**config.mk**
```make
export PLATFORM = sky130hd
export DESIGN_NAME = seg7_pattern_rx
export DESIGN_NICKNAME = d
export VERILOG_FILES = /design/src/rtl/seg7_pattern_rx.sv
export SDC_FILE = /design/constraint.sdc
export NUM_CORES = 1
export LEC_CHECK = 0
export BUFFER_PORTS_ARGS = -buffer_cell sky130_fd_sc_hd__buf_2
export CORE_MARGIN = 2
export CORE_UTILIZATION = 53
export CTS_CLUSTER_DIAMETER = 60
export DETAILED_ROUTE_END_ITERATION = 10
export GPL_TIMING_DRIVEN = 0
export HOLD_SLACK_MARGIN = 0.02
export PLACE_DENSITY = 0.85
export SETUP_SLACK_MARGIN = 0.05
export SYNTH_ARGS = -nofsm -noshare
export SYNTH_HDL_FRONTEND = slang
export SYNTH_SLANG_ARGS = --single-unit
export TNS_END_PERCENT = 10
```
**constraint.sdc**
```tcl
create_clock -name CLOCK_50 -period 1.85 [get_ports CLOCK_50]
set_clock_uncertainty 0.15 [all_clocks]
set_input_delay 0.37 -clock CLOCK_50 [delete_from_list [all_inputs] [get_ports CLOCK_50]]
set_output_delay 0.37 -clock CLOCK_50 [all_outputs]
set_load 0.02 [all_outputs]
```
**src/rtl/seg7_pattern_rx.sv**
```systemverilog
// Reads back an active-low 7-segment pattern: synchronizes, debounces and decodes each
// newly stable glyph, then presents it through a one-entry VALID/READY holding register.
//
// state | meaning
// ------+--------------------------------------------------------------
// TRACK | watching S; emit once it is stable and differs from LAST
// EMIT  | one cycle: decode S, record it as LAST, offer to holding reg
// HOLD  | current pattern already emitted; wait for S to leave LAST
module seg7_pattern_rx #(
    parameter int STABLE_CYCLES = 1000
) (
    input  logic       CLOCK_50,
    input  logic       RESET_N,
    input  logic [6:0] SEG_IN,
    input  logic       OUT_READY,
    input  logic       CLR_OVR,
    output logic       OUT_VALID,
    output logic [3:0] OUT_CODE,
    output logic [1:0] OUT_KIND,
    output logic       OVERRUN
);

    localparam int             CW      = $clog2(STABLE_CYCLES + 1);
    localparam logic [CW-1:0]  CNT_MAX = CW'(STABLE_CYCLES - 1);

    typedef enum logic [1:0] {
        ST_TRACK = 2'd0,
        ST_EMIT  = 2'd1,
        ST_HOLD  = 2'd2
    } state_t;

    logic [6:0]    sync1_q, sync1_d;
    logic [6:0]    s_q, s_d;
    logic [6:0]    s_prev_q, s_prev_d;
    logic [CW-1:0] cnt_q, cnt_d;
    state_t        state_q, state_d;
    logic [6:0]    last_q, last_d;
    logic          last_vld_q, last_vld_d;
    logic          valid_q, valid_d;
    logic [3:0]    code_q, code_d;
    logic [1:0]    kind_q, kind_d;
    logic          ovr_q, ovr_d;

    logic          stable;
    logic          new_pat;
    logic          offer;
    logic          load;
    logic [3:0]    dec_code;
    logic [1:0]    dec_kind;

    always_ff @(posedge CLOCK_50 or negedge RESET_N) begin
        if (!RESET_N) begin
            sync1_q    <= 7'h7F;
            s_q        <= 7'h7F;
            s_prev_q   <= 7'h7F;
            cnt_q      <= '0;
            state_q    <= ST_TRACK;
            last_q     <= 7'h7F;
            last_vld_q <= 1'b0;
            valid_q    <= 1'b0;
            code_q     <= 4'h0;
            kind_q     <= 2'b00;
            ovr_q      <= 1'b0;
        end else begin
            sync1_q    <= sync1_d;
            s_q        <= s_d;
            s_prev_q   <= s_prev_d;
            cnt_q      <= cnt_d;
            state_q    <= state_d;
            last_q     <= last_d;
            last_vld_q <= last_vld_d;
            valid_q    <= valid_d;
            code_q     <= code_d;
            kind_q     <= kind_d;
            ovr_q      <= ovr_d;
        end
    end

    always_comb begin
        sync1_d  = SEG_IN;
        s_d      = sync1_q;
        s_prev_d = s_q;
        if (s_q != s_prev_q) begin
            cnt_d = '0;
        end else if (cnt_q == CNT_MAX) begin
            cnt_d = cnt_q;
        end else begin
            cnt_d = cnt_q + CW'(1);
        end
    end

    // The count is stale on the cycle S changes, so stability also requires S == previous S.
    assign stable  = (s_q == s_prev_q) && (cnt_q == CNT_MAX);
    assign new_pat = !last_vld_q || (s_q != last_q);

    always_comb begin
        dec_code = 4'h0;
        dec_kind = 2'b00;
        case (s_q)
            7'b1000000: dec_code = 4'h0;
            7'b1111001: dec_code = 4'h1;
            7'b0100100: dec_code = 4'h2;
            7'b0110000: dec_code = 4'h3;
            7'b0011001: dec_code = 4'h4;
            7'b0010010: dec_code = 4'h5;
            7'b0000010: dec_code = 4'h6;
            7'b1111000: dec_code = 4'h7;
            7'b0000000: dec_code = 4'h8;
            7'b0010000: dec_code = 4'h9;
            7'b1000111: dec_code = 4'hA;
            7'b1001001: dec_code = 4'hC;
            7'b0001110: dec_code = 4'hD;
            7'b1000001: dec_code = 4'hE;
            7'b1111111: begin
                dec_code = 4'hF;
                dec_kind = 2'b01;
            end
            default: begin
                dec_code = 4'h0;
                dec_kind = 2'b10;
            end
        endcase
    end

    always_comb begin
        state_d    = state_q;
        last_d     = last_q;
        last_vld_d = last_vld_q;
        offer      = 1'b0;
        case (state_q)
            ST_TRACK: begin
                if (stable && new_pat) begin
                    state_d = ST_EMIT;
                end
            end
            ST_EMIT: begin
                offer      = 1'b1;
                last_d     = s_q;
                last_vld_d = 1'b1;
                state_d    = ST_HOLD;
            end
            ST_HOLD: begin
                if (new_pat) begin
                    state_d = ST_TRACK;
                end
            end
            default: state_d = ST_TRACK;
        endcase
    end

    assign load = offer && (!valid_q || OUT_READY);

    always_comb begin
        valid_d = valid_q;
        code_d  = code_q;
        kind_d  = kind_q;
        ovr_d   = ovr_q;
        if (load) begin
            valid_d = 1'b1;
            code_d  = dec_code;
            kind_d  = dec_kind;
        end else if (valid_q && OUT_READY) begin
            valid_d = 1'b0;
        end
        if (offer && !load) begin
            ovr_d = 1'b1;
        end else if (CLR_OVR) begin
            ovr_d = 1'b0;
        end
    end

    assign OUT_VALID = valid_q;
    assign OUT_CODE  = code_q;
    assign OUT_KIND  = kind_q;
    assign OVERRUN   = ovr_q;

endmodule

```
## Yosys cells after proc, flatten, opt, wreduce, memory -nomap -nowiden

Cells that the tools add are included.

| cells by class | value |
|---|---|
| bitwise gates (word level) | 0 |
| divide/modulo/power cells | 0 |
| $lt $le $gt $ge | 0 |
| equal/unequal tests | 23 |
| shifts and indexed selects | 0 |
| reductions and logical operators | 16 |
| muxes and demuxes | 12 |
| add/subtract/negate cells | 1 |
| $mul | 0 |

Operators by type and width:

| cell | number |
|---|---|
| $pmux 4 s14 | 1 |
| $eq 7x7->1 const B | 7 |
| $eq 7x5->1 const B | 3 |
| $mux 10 | 2 |
| $eq 7x6->1 const B | 2 |
| $ne 7x7->1 | 2 |
| $reduce_or 14->1 | 1 |
| $add 10x1->10 const B | 1 |
| $eq 10x10->1 const B | 1 |
| $eq 7x2->1 const B | 1 |
| $eq 7x4->1 const B | 1 |
| $eq 7x7->1 | 1 |
| $logic_not 7->1 | 1 |
| $ne 2x2->1 const B | 3 |
| $pmux 2 s3 | 1 |
| $logic_and 1x1->1 | 5 |
| $mux 1 | 5 |
| $mux 2 | 2 |
| $pmux 2 s2 | 1 |
| $reduce_bool 2->1 | 2 |
| $logic_not 1->1 | 3 |
| $eq 2x1->1 const B | 1 |
| $eq 2x2->1 const B | 1 |
| $logic_not 2->1 | 1 |
| 2 further kinds | 3 |

| storage, ports and cells | value |
|---|---|
| bits in writable memories | 0 |
| bits in registers | 49 |
| latch bits | 0 |
| bits of input ports | 11 |
| memories kept | 0 |
| output and inout port bits | 8 |
| bits in read-only memories | 0 |
| word-level logic and storage cells | 63 |

## Longest topological paths before layout

Gate-level depths: netlist of the first run.

| depth | value |
|---|---|
| depth in word-level cells | 6 |
| mapped depth | 6 |

## Worst setup path after synthesis of the first run

OpenSTA, ideal clock, no wires.

| path | value |
|---|---|
| path type | reg2reg |
| start point | register s_q[3], in the netlist s_prev_d[3] |
| end point | register kind_q[1], in the netlist OUT_KIND[1] |
| stages on the path, launching flop included | 5 |
| path buffers | 0 |
| clock period less this slack | 1.754 ns |
| data arrival time | 1.484 ns |
| required time | 1.580 ns |
| path slack | 0.096 ns |
| cells stage by stage | dfstp_2 or3b_1 nor4_4 a211oi_1 a41o_1 |

| between the ends | value |
|---|---|
| longest elaborated chain between the ends | 3 |
| elaborated cells on any way between the ends | 17 |

Ends and longest elaborated chain:

| element | RTL line | source |
|---|---|---|
| start, declared | 33 | `logic [6:0] s_q, s_d;` |
| start signal, assigned | 54 | `s_q <= 7'h7F;` |
| start signal, assigned | 66 | `s_q <= s_d;` |
| $eq 7x7->1 (tied with other cells) | 99 | `case (s_q)` |
| $reduce_or 14->1 (no line) | -- |  |
| $pmux 2 s2 (*) | 99 |  |
| end signal, assigned | 74 | `kind_q <= kind_d;` |
| end, declared | 41 | `logic [1:0] kind_q, kind_d;` |

Every way passes the cells marked *; elsewhere a longest branch is shown, timed or not.
A chain may end at the register's enable or synchronous reset.

## Final worst setup path of the first run

Same ends and word-level chain as after synthesis.

==> results.txt, run 1 <==
status - finished with violations
failing checks - setup timing
final WL - 3.96 mm
chip height - 68.9 um
post-synthesis async set-or-reset flop share - 100%
IO buf count - 18
ratio of cells with drive above 1 in the final layout - 42.4%
YS warnings - 0
crit path time final - 1.87 ns
synth unique cells - 46
worst rel slew slack - 32.7%
core box area - 4030 sq um
Area growth syn-to-layout - 20.4%
antenna cells - 0
DR vias - 1527
vias in the first global route - 1474
Worst-Margin Slew - 1.01 ns
Clock Power Share - 34.1%
Yosys reg bits - 49
max cap viols - 0
clk_lat worst skew - 0.31 ns
Required @ worst endpoint - 1.90 ns
Initial Utilization - 55.5%
Comb pwr share - 8.1%
ANT nets after route - 0
CTS Buffer Depth - 2
CP startpoint kind - register
Setup violations, final - 1
initial antenna violation count - 0
Synth Area per Inst - 11.6 sq um
DP Wirelength - 2.61 mm
worst-path maximum fanout - 3
H-Tree Depth - 2
Net Sw Frac - 25.1%
clock-pin transition on the worst setup and hold timing paths - 0.10 ns
CP max stage cell - dfstp_2
internal power - 1470 uW
register area share after synthesis - 56.4%
Max Freq - 534 MHz
nets - 240
sw power - 491 uW
Syn Inst Count - 193
Mapped Nets - 205
gp weighted congestion - 0.884
final cycle utilization of the critical path - 101%
min setup slack post-route - -0.0233 ns
CTS Buf Count - 5
TritonCTS Sinks - 49
total track usage - 18.8%
Starting DRT DRC Count - 71
first-pass GRT wire length - 6.51 mm
worst-path cell chain - or3b_4 -> nor4_4 -> a211oi_2 -> a41o_1
drt first pass iters - 4
Main synth FF type - dfstp_2
Ports - 19
Final Util - 66.8%
vias per inst - 5.47
crit end category - register
Post-synth EDFFs - 0
Cell Pwr Density - 728 nW/um^2
Clock Tree Root - clkbuf_8
CTS tree - built
Reg power frac - 57.7%
final instance area - 2690 sq um
slowest stage delay, CP - 0.56 ns
RSZ-0062 raised after global routing - true
Cell Area, Placed - 2390 sq um
Pleak - 0.00109 uW
synthesized cell area - 2230 sq um
die area - 4750 sq um
Worst VDD drop - 0.000570 V
DRC Markers - 0
WP data arrival - 1.93 ns
Setup CP Type - reg -> reg
Hold Fails Final Rpt - 0
Max Slew Vio Count - 0
num rows - 23
average wire per standard cell - 14.2 um
Remaining Overflow, GRT - 0
Hold WC Path Type - in -> async
Die W - 68.9 um
largest net degree at the start of global routing - 50
## worst max-delay path: cells and delay by family (launching register included)
family	cells	cell delay (ns)
simple gates	2	0.71
flops	1	0.56
compound gates	2	0.35
## routing by layer
metal / vias up / global-route usage [%] / wire [um]
li1: 733 / - / -
met1: 754 / 23.7 / 1730
met2: 34 / 31.9 / 2020
met3: 6 / 4.87 / 168
met4: 0 / 5.39 / 49
met5: - / 0 / 0
## repair_timing
item / 4_1_cts / 5_1_grt
hold buffers: 7 / 0
gates resized for setup: 13 / 15
pin swaps: 6 / 2
setup endpoints to repair: 15 / 18
buffers inserted: 2 / 1
hold endpoints to repair: 7 / 0
cloned: 1 / 0
## power groups by stage
stage	sequential, uW	clock, uW	combinational (uW)
after floorplan	1140	0	81.9
after CTS	1130	693	150
final	1130	668	159
after detailed placement	1150	0	129
after global placement	1140	0	127
after global routing	1130	739	174
## flip-flops by register name (all words and copies together) (netlist names)
signal,flops
s_d,7
last_q,7
s_prev_d,7
OUT_CODE,4
OUT_KIND,2
state_q,2
last_vld_q,1
OVERRUN,1
OUT_VALID,1
cnt_q,10
s_prev_q,7
## per-stage QoR
stage / TNS, ns / setup slack, ns / hold slack (ns) / cells / total power [uW]
2_1_floorplan: 0 / 0.0960 / -0.0756 / 193 / 1220
3_3_place_gp: -0.0588 / -0.0568 / 0.195 / 261 / 1270
3_5_place_dp: -0.124 / -0.0674 / 0.199 / 261 / 1270
4_1_cts: -0.0621 / -0.0216 / 0.106 / 278 / 1970
5_1_grt: -0.136 / -0.0697 / 0.109 / 279 / 2050
6_report: -0.0233 / -0.0233 / 0.0750 / 279 / 1960
## area by class of cell
type / count / area, sq um
flip-flops and latches: 49 / 1260
well taps: 50 / 62.6
clock buffers: 5 / 68.8
inverters: 2 / 7.51
fillers: 332 / 1340
multi-input cells: 130 / 977
clock inverters: 3 / 28.8
repair buffers: 29 / 194
plain buffers: 11 / 91.3
## Yosys cell counts, drive strengths merged (4+ instances only)
cell / n / area share (%)
nor3: 4 / 0.90
nor2: 21 / 3.5
nand2b: 4 / 1.1
xnor2: 12 / 4.7
o21ai: 5 / 1.1
nand4: 6 / 1.7
nand3: 4 / 0.90
nor4: 6 / 2.6
buf: 11 / 2.9
xor2: 11 / 4.3
dfstp: 28 / 33
nand2: 10 / 1.7
mux2: 7 / 3.5
dfrtp: 21 / 24
## logic make-up after synthesis
logic type,count (synthesis),synth area share [%]
simple gates,74,18.9
flops,49,56.4
compound gates,23,7.22
xor+xnor,23,9.01
buf+inv,14,3.41
mux,9,4.42
fa+ha+maj,1,0.560
## cell usage in the layout, fill, tap and decap left out, types with 2 or more instances in the layout
cell,netlist,routed
nor2_2,0,3
buf_4,2,7
xnor2_1,12,12
dfrtp_1,21,21
a31oi_1,3,3
nand3b_1,3,3
o22ai_1,3,2
nand4_1,6,6
buf_2,7,18
a211oi_2,1,2
dfstp_2,28,28
dlygate4sd3_1,0,7
nor2b_1,3,3
nor4_2,1,2
nand2_1,10,10
xor2_1,11,9
nor4_1,4,2
mux2i_1,2,2
nand2b_1,4,4
xor2_2,0,2
a21oi_1,2,2
nor3_1,4,3
a22oi_1,2,2
nor2_1,21,18
inv_1,2,2
buf_6,1,5
nor4_4,1,2
and2_1,2,2
or2_2,2,2
clkbuf_8,0,5
mux2_2,6,6
nand3_1,4,3
nor3b_1,3,2
o21ai_0,4,4
## final timing paths
kind	startpoint	to	slack (ns)	cells past startpoint
setup reg to reg	s_prev_d[3]	OUT_KIND[1]	-0.02	4
max in group asynchronous	RESET_N	OVERRUN	0.84	1
min in group CLOCK_50	CLR_OVR	OVERRUN	0.11	2
hold / removal	RESET_N	OUT_CODE[1]	0.07	1
setup / recovery	s_prev_d[3]	OUT_KIND[1]	-0.02	4
hold reg to reg	s_d[6]	s_prev_d[6]	0.21	0
Power figures use the tool's default switching activity.
==> run 2: changes to the inputs <==
--- a/config.mk
+++ b/config.mk
@@ -5,14 +5,14 @@
 export SDC_FILE = /design/constraint.sdc
 export NUM_CORES = 1
 export LEC_CHECK = 0
-export BUFFER_PORTS_ARGS = -buffer_cell sky130_fd_sc_hd__buf_2
+export BUFFER_PORTS_ARGS = -buffer_cell sky130_fd_sc_hd__buf_4
 export CORE_MARGIN = 2
-export CORE_UTILIZATION = 53
+export CORE_UTILIZATION = 60
 export CTS_CLUSTER_DIAMETER = 60
 export DETAILED_ROUTE_END_ITERATION = 10
 export GPL_TIMING_DRIVEN = 0
 export HOLD_SLACK_MARGIN = 0.02
-export PLACE_DENSITY = 0.85
+export PLACE_DENSITY = 0.9
 export SETUP_SLACK_MARGIN = 0.05
 export SYNTH_ARGS = -nofsm -noshare
 export SYNTH_HDL_FRONTEND = slang
==> constraint.sdc (replaced) <==
create_clock -name CLOCK_50 -period 2.38 [get_ports CLOCK_50]
set_clock_uncertainty 0.15 [all_clocks]
set_input_delay 0.476 -clock CLOCK_50 [delete_from_list [all_inputs] [get_ports CLOCK_50]]
set_output_delay 0.476 -clock CLOCK_50 [all_outputs]
set_load 0.02 [all_outputs]
==> results.txt, run 2 (synthesized netlist as in run 1, its figures left out) <==
status - complete, no violations
Pleak - 0.00104 uW
origin of the critical flop-to-flop path - s_prev_d[0]
Max Freq - 515 MHz
Area growth syn-to-layout - 13.7%
Die W - 65.0 um
CP max stage cell - dfstp_2
Required @ worst endpoint - 2.42 ns
ratio of cells with drive above 1 in the final layout - 36.1%
Reg with most FFs - cnt_q
CP startpoint kind - register
H-Tree Depth - 2
TritonCTS Sinks - 49
RSZ-0062 raised after global routing - false
R2R depth - 6
DR vias - 1510
Remaining Overflow, GRT - 0
Clock Tree Root - clkbuf_8
min setup slack post-route - 0.437 ns
Worst VDD drop - 0.000484 V
CTS Hold Buffers Added - 0
Hold Fails Final Rpt - 0
crit end category - register
clk_lat worst skew - 0.30 ns
nets - 230
commonest non-fill, non-tap cell in the layout - dfstp_2
Cell Area, Placed - 2430 sq um
Fin Setup TNS - 0 ns
gp weighted congestion - 0.911
Ports - 19
worst rel slew slack - 61.4%
WP data arrival - 1.99 ns
crit path time final - 1.94 ns
antenna cells - 0
Starting DRT DRC Count - 122
most used cell, CP - buf_2
num rows - 22
Max Used Layer - met4
drt first pass iters - 4
slowest stage delay, CP - 0.54 ns
post-CTS setup buffer count - 0
chip height - 65.0 um
CTS tree - built
average wire per standard cell - 13.6 um
dpl ws - 0.470 ns
core box area - 3630 sq um
initial antenna violation count - 0
Setup CP Type - reg -> reg
clock-pin transition on the worst setup and hold timing paths - 0.10 ns
worst-path maximum fanout - 10
M1 WL - 1.59 mm
final WL - 3.63 mm
worst-path cell chain - buf_2 -> buf_2 -> nand3_1 -> nor4_1 -> a211oi_1 -> a41o_1
total track usage - 19.8%
Worst R2R Setup Slack - 0.44 ns
first-pass GRT wire length - 6.40 mm
max reg flops - 10
final cycle utilization of the critical path - 81.6%
Final Util - 69.9%
final instance area - 2540 sq um
Hold WC Path Type - in -> async
met3 wire length - 172 um
die area - 4230 sq um
vias per inst - 5.66
met2 wire length - 1.82 mm
Setup violations, final - 0
max cap viols - 0
Tot Pwr - 1540 uW
post_cts resized - 0
Cell Pwr Density - 606 nW/um^2
ANT nets after route - 0
Initial Utilization - 61.5%
DP Wirelength - 2.50 mm
Worst-Margin Slew - 0.578 ns
CTS Buffer Depth - 2
IO buf count - 18
DRC Markers - 0
Critical R2R Capture - OUT_KIND[1]
Max Slew Vio Count - 0
CTS Buf Count - 5
largest net degree at the start of global routing - 50
vias in the first global route - 1465
commonest cells after routing, fill and taps aside - 28 x dfstp_2, 21 x dfrtp_1, 21 x nor2_1, 20 x buf_4, 12 x xnor2_1
## run 2: layout make-up
type / count / area, sq um
inverters: 2 / 7.51
clock buffers: 6 / 93.8
plain buffers: 12 / 68.8
well taps: 48 / 60.1
fillers: 291 / 1090
multi-input cells: 130 / 897
clock inverters: 2 / 17.5
repair buffers: 18 / 135
flip-flops and latches: 49 / 1260
## run 2: through the flow
stage | hold slack, ns | cells
after floorplan | 0.0304 | 193
after global placement | 0.195 | 259
after detailed placement | 0.197 | 259
after CTS | 0.0292 | 267
after global routing | 0.0457 | 267
final | 0.0121 | 267
## run 2: power breakdown
group	internal (uW)	total (uW)	switching, uW
combinational	41.9	104	61.8
sequential	866	876	10.0
clock	278	561	282
## run 2: how the worst max path moves through the flow
stage	startpoint	to	slack [ns]	depth (start not counted)
after floorplan	s_prev_d[3]	OUT_KIND[1]	0.63	4
after global placement	s_prev_d[0]	OUT_KIND[1]	0.51	6
after detailed placement	s_prev_d[2]	cnt_q[2]	0.47	6
after CTS	s_prev_d[0]	OUT_KIND[1]	0.44	6
after global routing	s_prev_d[5]	state_q[1]	0.34	5
final	s_prev_d[0]	OUT_KIND[1]	0.44	6
## run 2: layer usage
layer	GRT usage, %	up-vias
li1	-	716
met1	25.0	735
met2	33.1	53
met3	5.21	6
met4	6.77	0
met5	0	-
## run 2: critical path: cells and delay by family, from the launching register on
kind / cells / cell delay, ns
AOI/OAI and AO/OA: 2 / 0.37
buffers and inverters: 2 / 0.44
DFF: 1 / 0.54
and+or+nand+nor: 2 / 0.34
